==> src/rtl/mtm_alu.sv <==
// mtm_alu: serial 32-bit ALU.
// A request is 8 DATA words (B then A, MSB byte first) followed by one CTL
// word {0, OP, CRC4}. The response is either 4 DATA words of C plus a CTL
// word {0, FLAGS, CRC3}, or a single CTL error word.
// Words are 11 bits, MSB first: start 0, type, 8 payload bits, stop 1.
//
// Ports:
//   clk   - single clock, all state changes on posedge
//   rst_n - asynchronous active-low reset
//   sin   - serial request line, idle high
//   sout  - serial response line, idle high
//
// Build option: define MTM_ALU_CRC_CHECK_EN to check the request CRC4.
// When it is undefined the CRC4 field is ignored.
//
// state    | meaning
// ---------+-------------------------------------------------------------
// IDLE     | waiting for the start bit of the first word of a request
// RX_DATA  | receiving DATA words, or waiting between words
// RX_CTL   | receiving the remainder of a CTL word
// CALC     | evaluating the operation and errors, loading the response
// TX       | shifting the response out on sout
// ERR_SYNC | after a bad stop bit, waiting for 11 consecutive high bits
module mtm_alu (
  input  logic clk,
  input  logic rst_n,
  input  logic sin,
  output logic sout
);

  typedef enum logic [2:0] {IDLE, RX_DATA, RX_CTL, CALC, TX, ERR_SYNC} state_t;

  state_t      state_q, state_d;

  logic [3:0]  bits_left;   // bits still to sample in the current word, 0 = between words
  logic [7:0]  rx_shift;
  logic [63:0] data_sr;     // holds {B, A} once eight DATA words are in
  logic [3:0]  word_cnt;    // DATA words received, saturates at 15
  logic        err_d;       // a stop bit was 0 during this request
  logic [3:0]  sync_cnt;
  logic [54:0] tx_sr;
  logic [5:0]  tx_cnt;

  logic [31:0] b_op, a_op, c_res;
  logic [2:0]  op;
  logic [32:0] sum;
  logic        carry, ovf, eo;
  logic [3:0]  flags;
  logic [2:0]  crc3;
  logic        ed, ec;
  logic        e_d, e_c, e_o;
  logic [6:0]  err_fields;
  logic [7:0]  err_payload;

  function automatic logic [2:0] crc3_of(input logic [36:0] m);
    logic [2:0] r;
    r = 3'd0;
    for (int i = 36; i >= 0; i--)
      r = {r[1:0], 1'b0} ^ ((r[2] ^ m[i]) ? 3'b011 : 3'b000);
    return r;
  endfunction

`ifdef MTM_ALU_CRC_CHECK_EN
  function automatic logic [3:0] crc4_of(input logic [67:0] m);
    logic [3:0] r;
    r = 4'd0;
    for (int i = 67; i >= 0; i--)
      r = {r[2:0], 1'b0} ^ ((r[3] ^ m[i]) ? 4'b0011 : 4'b0000);
    return r;
  endfunction

  assign ec = (crc4_of({b_op, a_op, 1'b1, op}) != rx_shift[3:0]);
`else
  assign ec = 1'b0;
`endif

  assign b_op = data_sr[63:32];
  assign a_op = data_sr[31:0];
  assign op   = rx_shift[6:4];

  always_comb begin
    sum   = 33'd0;
    c_res = 32'd0;
    carry = 1'b0;
    ovf   = 1'b0;
    eo    = 1'b0;
    case (op)
      3'b000: c_res = b_op & a_op;
      3'b001: c_res = b_op | a_op;
      3'b100: begin
        sum   = {1'b0, b_op} + {1'b0, a_op};
        c_res = sum[31:0];
        carry = sum[32];
        ovf   = (b_op[31] == a_op[31]) && (c_res[31] != b_op[31]);
      end
      3'b101: begin
        // bit 32 of the widened difference is the borrow (B < A unsigned)
        sum   = {1'b0, b_op} - {1'b0, a_op};
        c_res = sum[31:0];
        carry = sum[32];
        ovf   = (b_op[31] != a_op[31]) && (c_res[31] != b_op[31]);
      end
      default: eo = 1'b1;
    endcase
  end

  assign flags = {carry, ovf, (c_res == 32'd0), c_res[31]};
  assign crc3  = crc3_of({c_res, 1'b0, flags});

  assign ed  = err_d | (word_cnt != 4'd8);
  // only the highest-priority error is reported
  assign e_d = ed;
  assign e_c = ec & ~ed;
  assign e_o = eo & ~ed & ~ec;
  assign err_fields  = {1'b1, e_d, e_c, e_o, e_d, e_c, e_o};
  assign err_payload = {err_fields, ^err_fields};

  always_ff @(posedge clk or negedge rst_n) begin
    if (!rst_n) state_q <= IDLE;
    else        state_q <= state_d;
  end

  always_comb begin
    state_d = state_q;
    case (state_q)
      IDLE:     if (!sin) state_d = RX_DATA;
      RX_DATA: begin
        if (bits_left == 4'd10 && sin) state_d = RX_CTL;
        else if (bits_left == 4'd1)    state_d = sin ? RX_DATA : ERR_SYNC;
      end
      RX_CTL:   if (bits_left == 4'd1) state_d = sin ? CALC : ERR_SYNC;
      CALC:     state_d = TX;
      TX:       if (tx_cnt == 6'd0) state_d = IDLE;
      ERR_SYNC: if (sin && sync_cnt == 4'd1) state_d = CALC;
      default:  state_d = IDLE;
    endcase
  end

  always_ff @(posedge clk or negedge rst_n) begin
    if (!rst_n) begin
      bits_left <= 4'd0;
      rx_shift  <= 8'd0;
      data_sr   <= 64'd0;
      word_cnt  <= 4'd0;
      err_d     <= 1'b0;
      sync_cnt  <= 4'd0;
      tx_sr     <= '1;
      tx_cnt    <= 6'd0;
      sout      <= 1'b1;
    end else begin
      case (state_q)
        IDLE: begin
          if (!sin) begin
            bits_left <= 4'd10;
            word_cnt  <= 4'd0;
            err_d     <= 1'b0;
          end
        end
        RX_DATA, RX_CTL: begin
          if (bits_left == 4'd0) begin
            if (!sin) bits_left <= 4'd10;
          end else begin
            bits_left <= bits_left - 4'd1;
            if (bits_left <= 4'd9 && bits_left >= 4'd2)
              rx_shift <= {rx_shift[6:0], sin};
            if (bits_left == 4'd1) begin
              if (!sin) begin
                err_d    <= 1'b1;
                sync_cnt <= 4'd11;
              end else if (state_q == RX_DATA) begin
                data_sr <= {data_sr[55:0], rx_shift};
                if (word_cnt != 4'hF) word_cnt <= word_cnt + 4'd1;
              end
            end
          end
        end
        ERR_SYNC: begin
          if (!sin) sync_cnt <= 4'd11;
          else      sync_cnt <= sync_cnt - 4'd1;
        end
        CALC: begin
          if (ed | ec | eo) begin
            tx_sr  <= {2'b01, err_payload, 1'b1, 44'hFFF_FFFF_FFFF};
            tx_cnt <= 6'd11;
          end else begin
            tx_sr  <= {2'b00, c_res[31:24], 1'b1,
                       2'b00, c_res[23:16], 1'b1,
                       2'b00, c_res[15:8],  1'b1,
                       2'b00, c_res[7:0],   1'b1,
                       2'b01, 1'b0, flags, crc3, 1'b1};
            tx_cnt <= 6'd55;
          end
        end
        TX: begin
          if (tx_cnt != 6'd0) begin
            sout   <= tx_sr[54];
            tx_sr  <= {tx_sr[53:0], 1'b1};
            tx_cnt <= tx_cnt - 6'd1;
          end else begin
            sout <= 1'b1;
          end
        end
        default: ;
      endcase
    end
  end

endmodule

==> config.mk <==
export PLATFORM = sky130hd
export DESIGN_NAME = mtm_alu
export DESIGN_NICKNAME = d
export VERILOG_FILES = /design/src/rtl/mtm_alu.sv
export SDC_FILE = /design/constraint.sdc
export NUM_CORES = 1
export LEC_CHECK = 0
export BUFFER_PORTS_ARGS = -buffer_cell sky130_fd_sc_hd__buf_2
export CAP_MARGIN = 15
export CORE_AREA = 2 2 143 145
export CTS_BUF_LIST = sky130_fd_sc_hd__clkbuf_16
export CTS_CLUSTER_DIAMETER = 120
export DETAILED_ROUTE_END_ITERATION = 10
export DIE_AREA = 0 0 145 147
export PLACE_DENSITY = 0.8
export SYNTH_ARGS = -nofsm -noshare
export SYNTH_HDL_FRONTEND = slang
export SYNTH_SLANG_ARGS = --single-unit
==> constraint.sdc <==
create_clock -name clk -period 8.3 [get_ports clk]
set_input_delay 0.415 -clock clk [delete_from_list [all_inputs] [get_ports clk]]
set_output_delay 0.415 -clock clk [all_outputs]
set_load 0.05 [all_outputs]
==> results.sh <==
export IMPL_final_hold_violation_count=0
export IMPL_clk_latency_ps=450
export IMPL_slew_viol_final=0
export IMPL_avgSynthCellArea_um2=8.15
export IMPL_grt_pass1_wl_um=59200
export IMPL_ant_nets=0
export IMPL_clockBufferDepth=2
export IMPL_crit_path_start_kind="register"
export IMPL_fin_ws_ps=1640
export IMPL_min_period_ps=6660
export IMPL_routed_via_density=6.48
export IMPL_hold_path_class="primary input to asynchronous set/reset pin"
export IMPL_diodes=0
export IMPL_critPathMaxFanout=4
export IMPL_core_area_mm2=0.0198
export IMPL_synth_top_cell_by_area="dfrtp_1"
export IMPL_start_util_pct=63.4
export IMPL_stdcell_count=1775
export IMPL_num_io_pins=4
export IMPL_cts_resized=0
export IMPL_synth_area_top_cells="dfrtp_1 19%, ha_1 12%, dfstp_2 11%, a21oi_1 5.5%, o21ai_0 5.2%"
export IMPL_pre_cts_slack_ps=1800
export IMPL_wl_um=37800
export IMPL_ys_ff_latch=149
export IMPL_crit_top_cell="a211oi_2"
export IMPL_nFillCells=1683
export IMPL_utilization_pct=67.0
export IMPL_worstMarginPinSlew_ps=1080
export IMPL_p_sw_mw=1.70
export IMPL_synth_nets=1670
export IMPL_power_density_mw_per_mm2=296
export IMPL_areaGrowthSynthToFinish_pct=5.62
export IMPL_netlist_area_leader_share_pct=18.7
export IMPL_p_comb_share_pct=54.8
export IMPL_hpwl_um=27800
export IMPL_max_stage_delay_ps=590
export IMPL_rows=52
export IMPL_leakage_nw=5.56
export IMPL_outcome="finished clean"
export IMPL_final_nets=1617
export IMPL_die_x_um=145
export IMPL_synth_edf_count=0
export IMPL_path_class="register to register"
export IMPL_yosysMostFrequentCell="nor2_1"
export IMPL_cpMaxStageDelayCell="or4b_2"
export IMPL_cts_clk_slew_worst_paths_ps=70
export IMPL_cts_root_buf="clkbuf_16"
export IMPL_internal_power_mw=2.23
export IMPL_peakVddDrop_uv=335
export IMPL_drive_gt1_share_pct=10.8
export IMPL_postCtsSetupBuffers=0
export IMPL_arrival_ps=7030
export IMPL_dp_cells=1743
export IMPL_relSlewSlack_pct=28.0
export IMPL_crit_required_ps=8670
export IMPL_synth_cell_types=105
export IMPL_pwr_share_seq_pct=24.9
export IMPL_cts_sinks=149
export IMPL_p_clk_share_pct=20.3
export IMPL_port_buffers=3
export IMPL_power_switching_share_pct=43.2
export IMPL_drt_iter0_drc=1257
export IMPL_finalClockSkew_ps=15.6
export IMPL_rsz0062_at_grt="false"
export IMPL_crit_chain="inv_1, ha_1, fa_1, o21ba_1, or4_4, a211oi_2, a211oi_1, o21ai_1, nand3_1, a211oi_2, o31ai_1, a211oi_2, ha_1, or4b_2, a2111oi_0, nand4bb_1, nor4_1, nand4_1, o31ai_1, xnor2_1, xor2_1, xnor3_1, a21oi_1"
export IMPL_seq_area_frac_synth_pct=30.2
export IMPL_grt_pass1_vias=10800
export IMPL_max_freq_mhz=150
export IMPL_totalPowerFinal_mw=3.93
export IMPL_setup_tns_ps=0
export IMPL_synth_common_cells="170 x nor2_1, 141 x nand2_1, 138 x a21oi_1"
export IMPL_wl_per_cell_um=21.3
export IMPL_gp_congestion=1.06
export IMPL_syn_cell_area_mm2=0.0126
export IMPL_hold_buffers=0
export IMPL_ys_warn_count=0
export IMPL_endpoint_kind="register"
export IMPL_cts_buffers=17
export IMPL_fin_crit_sh_pct=80.2
export IMPL_syn_inst=1545
export IMPL_drc=0
export IMPL_cts_tree="done"
export IMPL_overflow=0
export IMPL_setup_viol=0
export IMPL_dieArea_mm2=0.0213
export IMPL_synth_ff_type="dfrtp_1"
export IMPL_htree_num_levels=4
export IMPL_grt_max_degree=122
export IMPL_dieHeight_um=147
export IMPL_drv_cap=0
export IMPL_grt_antenna_before_repair=1
export IMPL_grt_use_total_pct=35.6
export IMPL_vias=11500
export IMPL_ys_async_sr_fraction_pct=100
export IMPL_drtPass1Iterations=6
==> cells in the final DEF (no fill, tap or decap), types with 5 or more instances in the layout <==
cell / netlist / layout
a21o_1: 13 / 13
xor2_1: 18 / 18
nor3_1: 29 / 29
nand2b_1: 6 / 6
nor2b_1: 17 / 17
a221oi_1: 7 / 7
nand2_1: 141 / 141
clkbuf_16: 0 / 17
xnor2_1: 30 / 30
o31ai_1: 22 / 22
ha_1: 120 / 120
o211ai_1: 23 / 23
o22ai_1: 31 / 31
dfrtp_1: 94 / 93
o21ai_0: 132 / 132
nor4_1: 11 / 11
a211oi_2: 5 / 5
a211o_1: 9 / 9
o21a_1: 5 / 5
or3_1: 11 / 11
dfstp_2: 55 / 55
a21oi_1: 138 / 138
mux2i_1: 9 / 9
o31a_1: 6 / 6
nand3_1: 31 / 30
mux2_2: 15 / 15
o21bai_1: 12 / 12
a211oi_1: 21 / 21
o221ai_1: 7 / 7
nand4_1: 15 / 15
nor2_1: 170 / 170
inv_1: 110 / 110
a31oi_1: 16 / 16
buf_4: 1 / 15
==> power groups by stage <==
| stage | Sequential, mW | Combinational (mW) | Clock [mW] |
|---|---|---|---|
| after floorplan | 0.923 | 1.71 | 0 |
| after global placement | 0.983 | 2.05 | 0 |
| after detailed placement | 0.986 | 2.10 | 0 |
| after CTS | 0.976 | 2.12 | 0.806 |
| after global routing | 0.996 | 2.32 | 0.835 |
| final | 0.978 | 2.15 | 0.797 |
==> metal layers <==
layer / wire length [µm] / GRT usage [%]
met2: 16900 / 55.0
met1: 15700 / 46.8
met5: 12 / 0
met3: 3080 / 7.92
met4: 2040 / 19.3
==> state kept, by name, indices dropped and copies added, names as in the netlist <==
signal	flops
err_d	1
state_q	3
bits_left	4
sync_cnt	4
data_sr	64
tx_cnt	6
tx_sr	54
sout	1
rx_shift	8
word_cnt	4
==> cell type report <==
class | count | area (µm²) | area share [%]
multi-input combinational | 1193 | 8010 | 60.2
clock inverter | 15 | 165 | 1.24
clock buffer | 17 | 425 | 3.20
timing repair buffer | 18 | 134 | 1.01
sequential | 149 | 3800 | 28.6
tap | 270 | 338 | 2.54
inverter | 113 | 424 | 3.19
==> path summary, 6_finish.rpt <==
path | end | cells past startpoint | startpoint | slack [ps]
max | tx_sr[3] | 23 | data_sr[32] | 1640
min | data_sr[50] | 1 | rst_n | 9
max reg2reg | tx_sr[3] | 23 | data_sr[32] | 1640
min reg2reg | tx_cnt[0] | 1 | tx_cnt[0] | 470
max in group asynchronous | data_sr[63] | 2 | rst_n | 6910
min in group clk | state_q[1] | 3 | sin | 440
==> critical path, delay by kind of cell (launching register included) <==
kind                       cells  cell delay (ps)
AOI/OAI and AO/OA             10             2750
xor gates and xnor gates       3              790
adders and majority gates      3              860
buffers and inverters          1               80
DFF                            1              370
and+or+nand+nor                6             1730
==> per-stage QoR <==
step	instance area, µm²	hold slack, ps
after floorplan	12600	119
after global placement	12700	455
after detailed placement	12700	460
after CTS	13300	32.0
after global routing	13300	68.7
final	13300	8.97
==> kinds of logic after synthesis <==
logic type | count (synthesis) | share of synthesized area, %
DFF | 149 | 30.2
and+or+nand+nor | 472 | 17.4
adders and majority gates | 123 | 12.3
buffers and inverters | 203 | 6.24
xor gates and xnor gates | 57 | 4.85
AOI/OAI and AO/OA | 517 | 27.0
muxes | 24 | 2.06
Note: power is estimated with default switching activity, not from simulation.
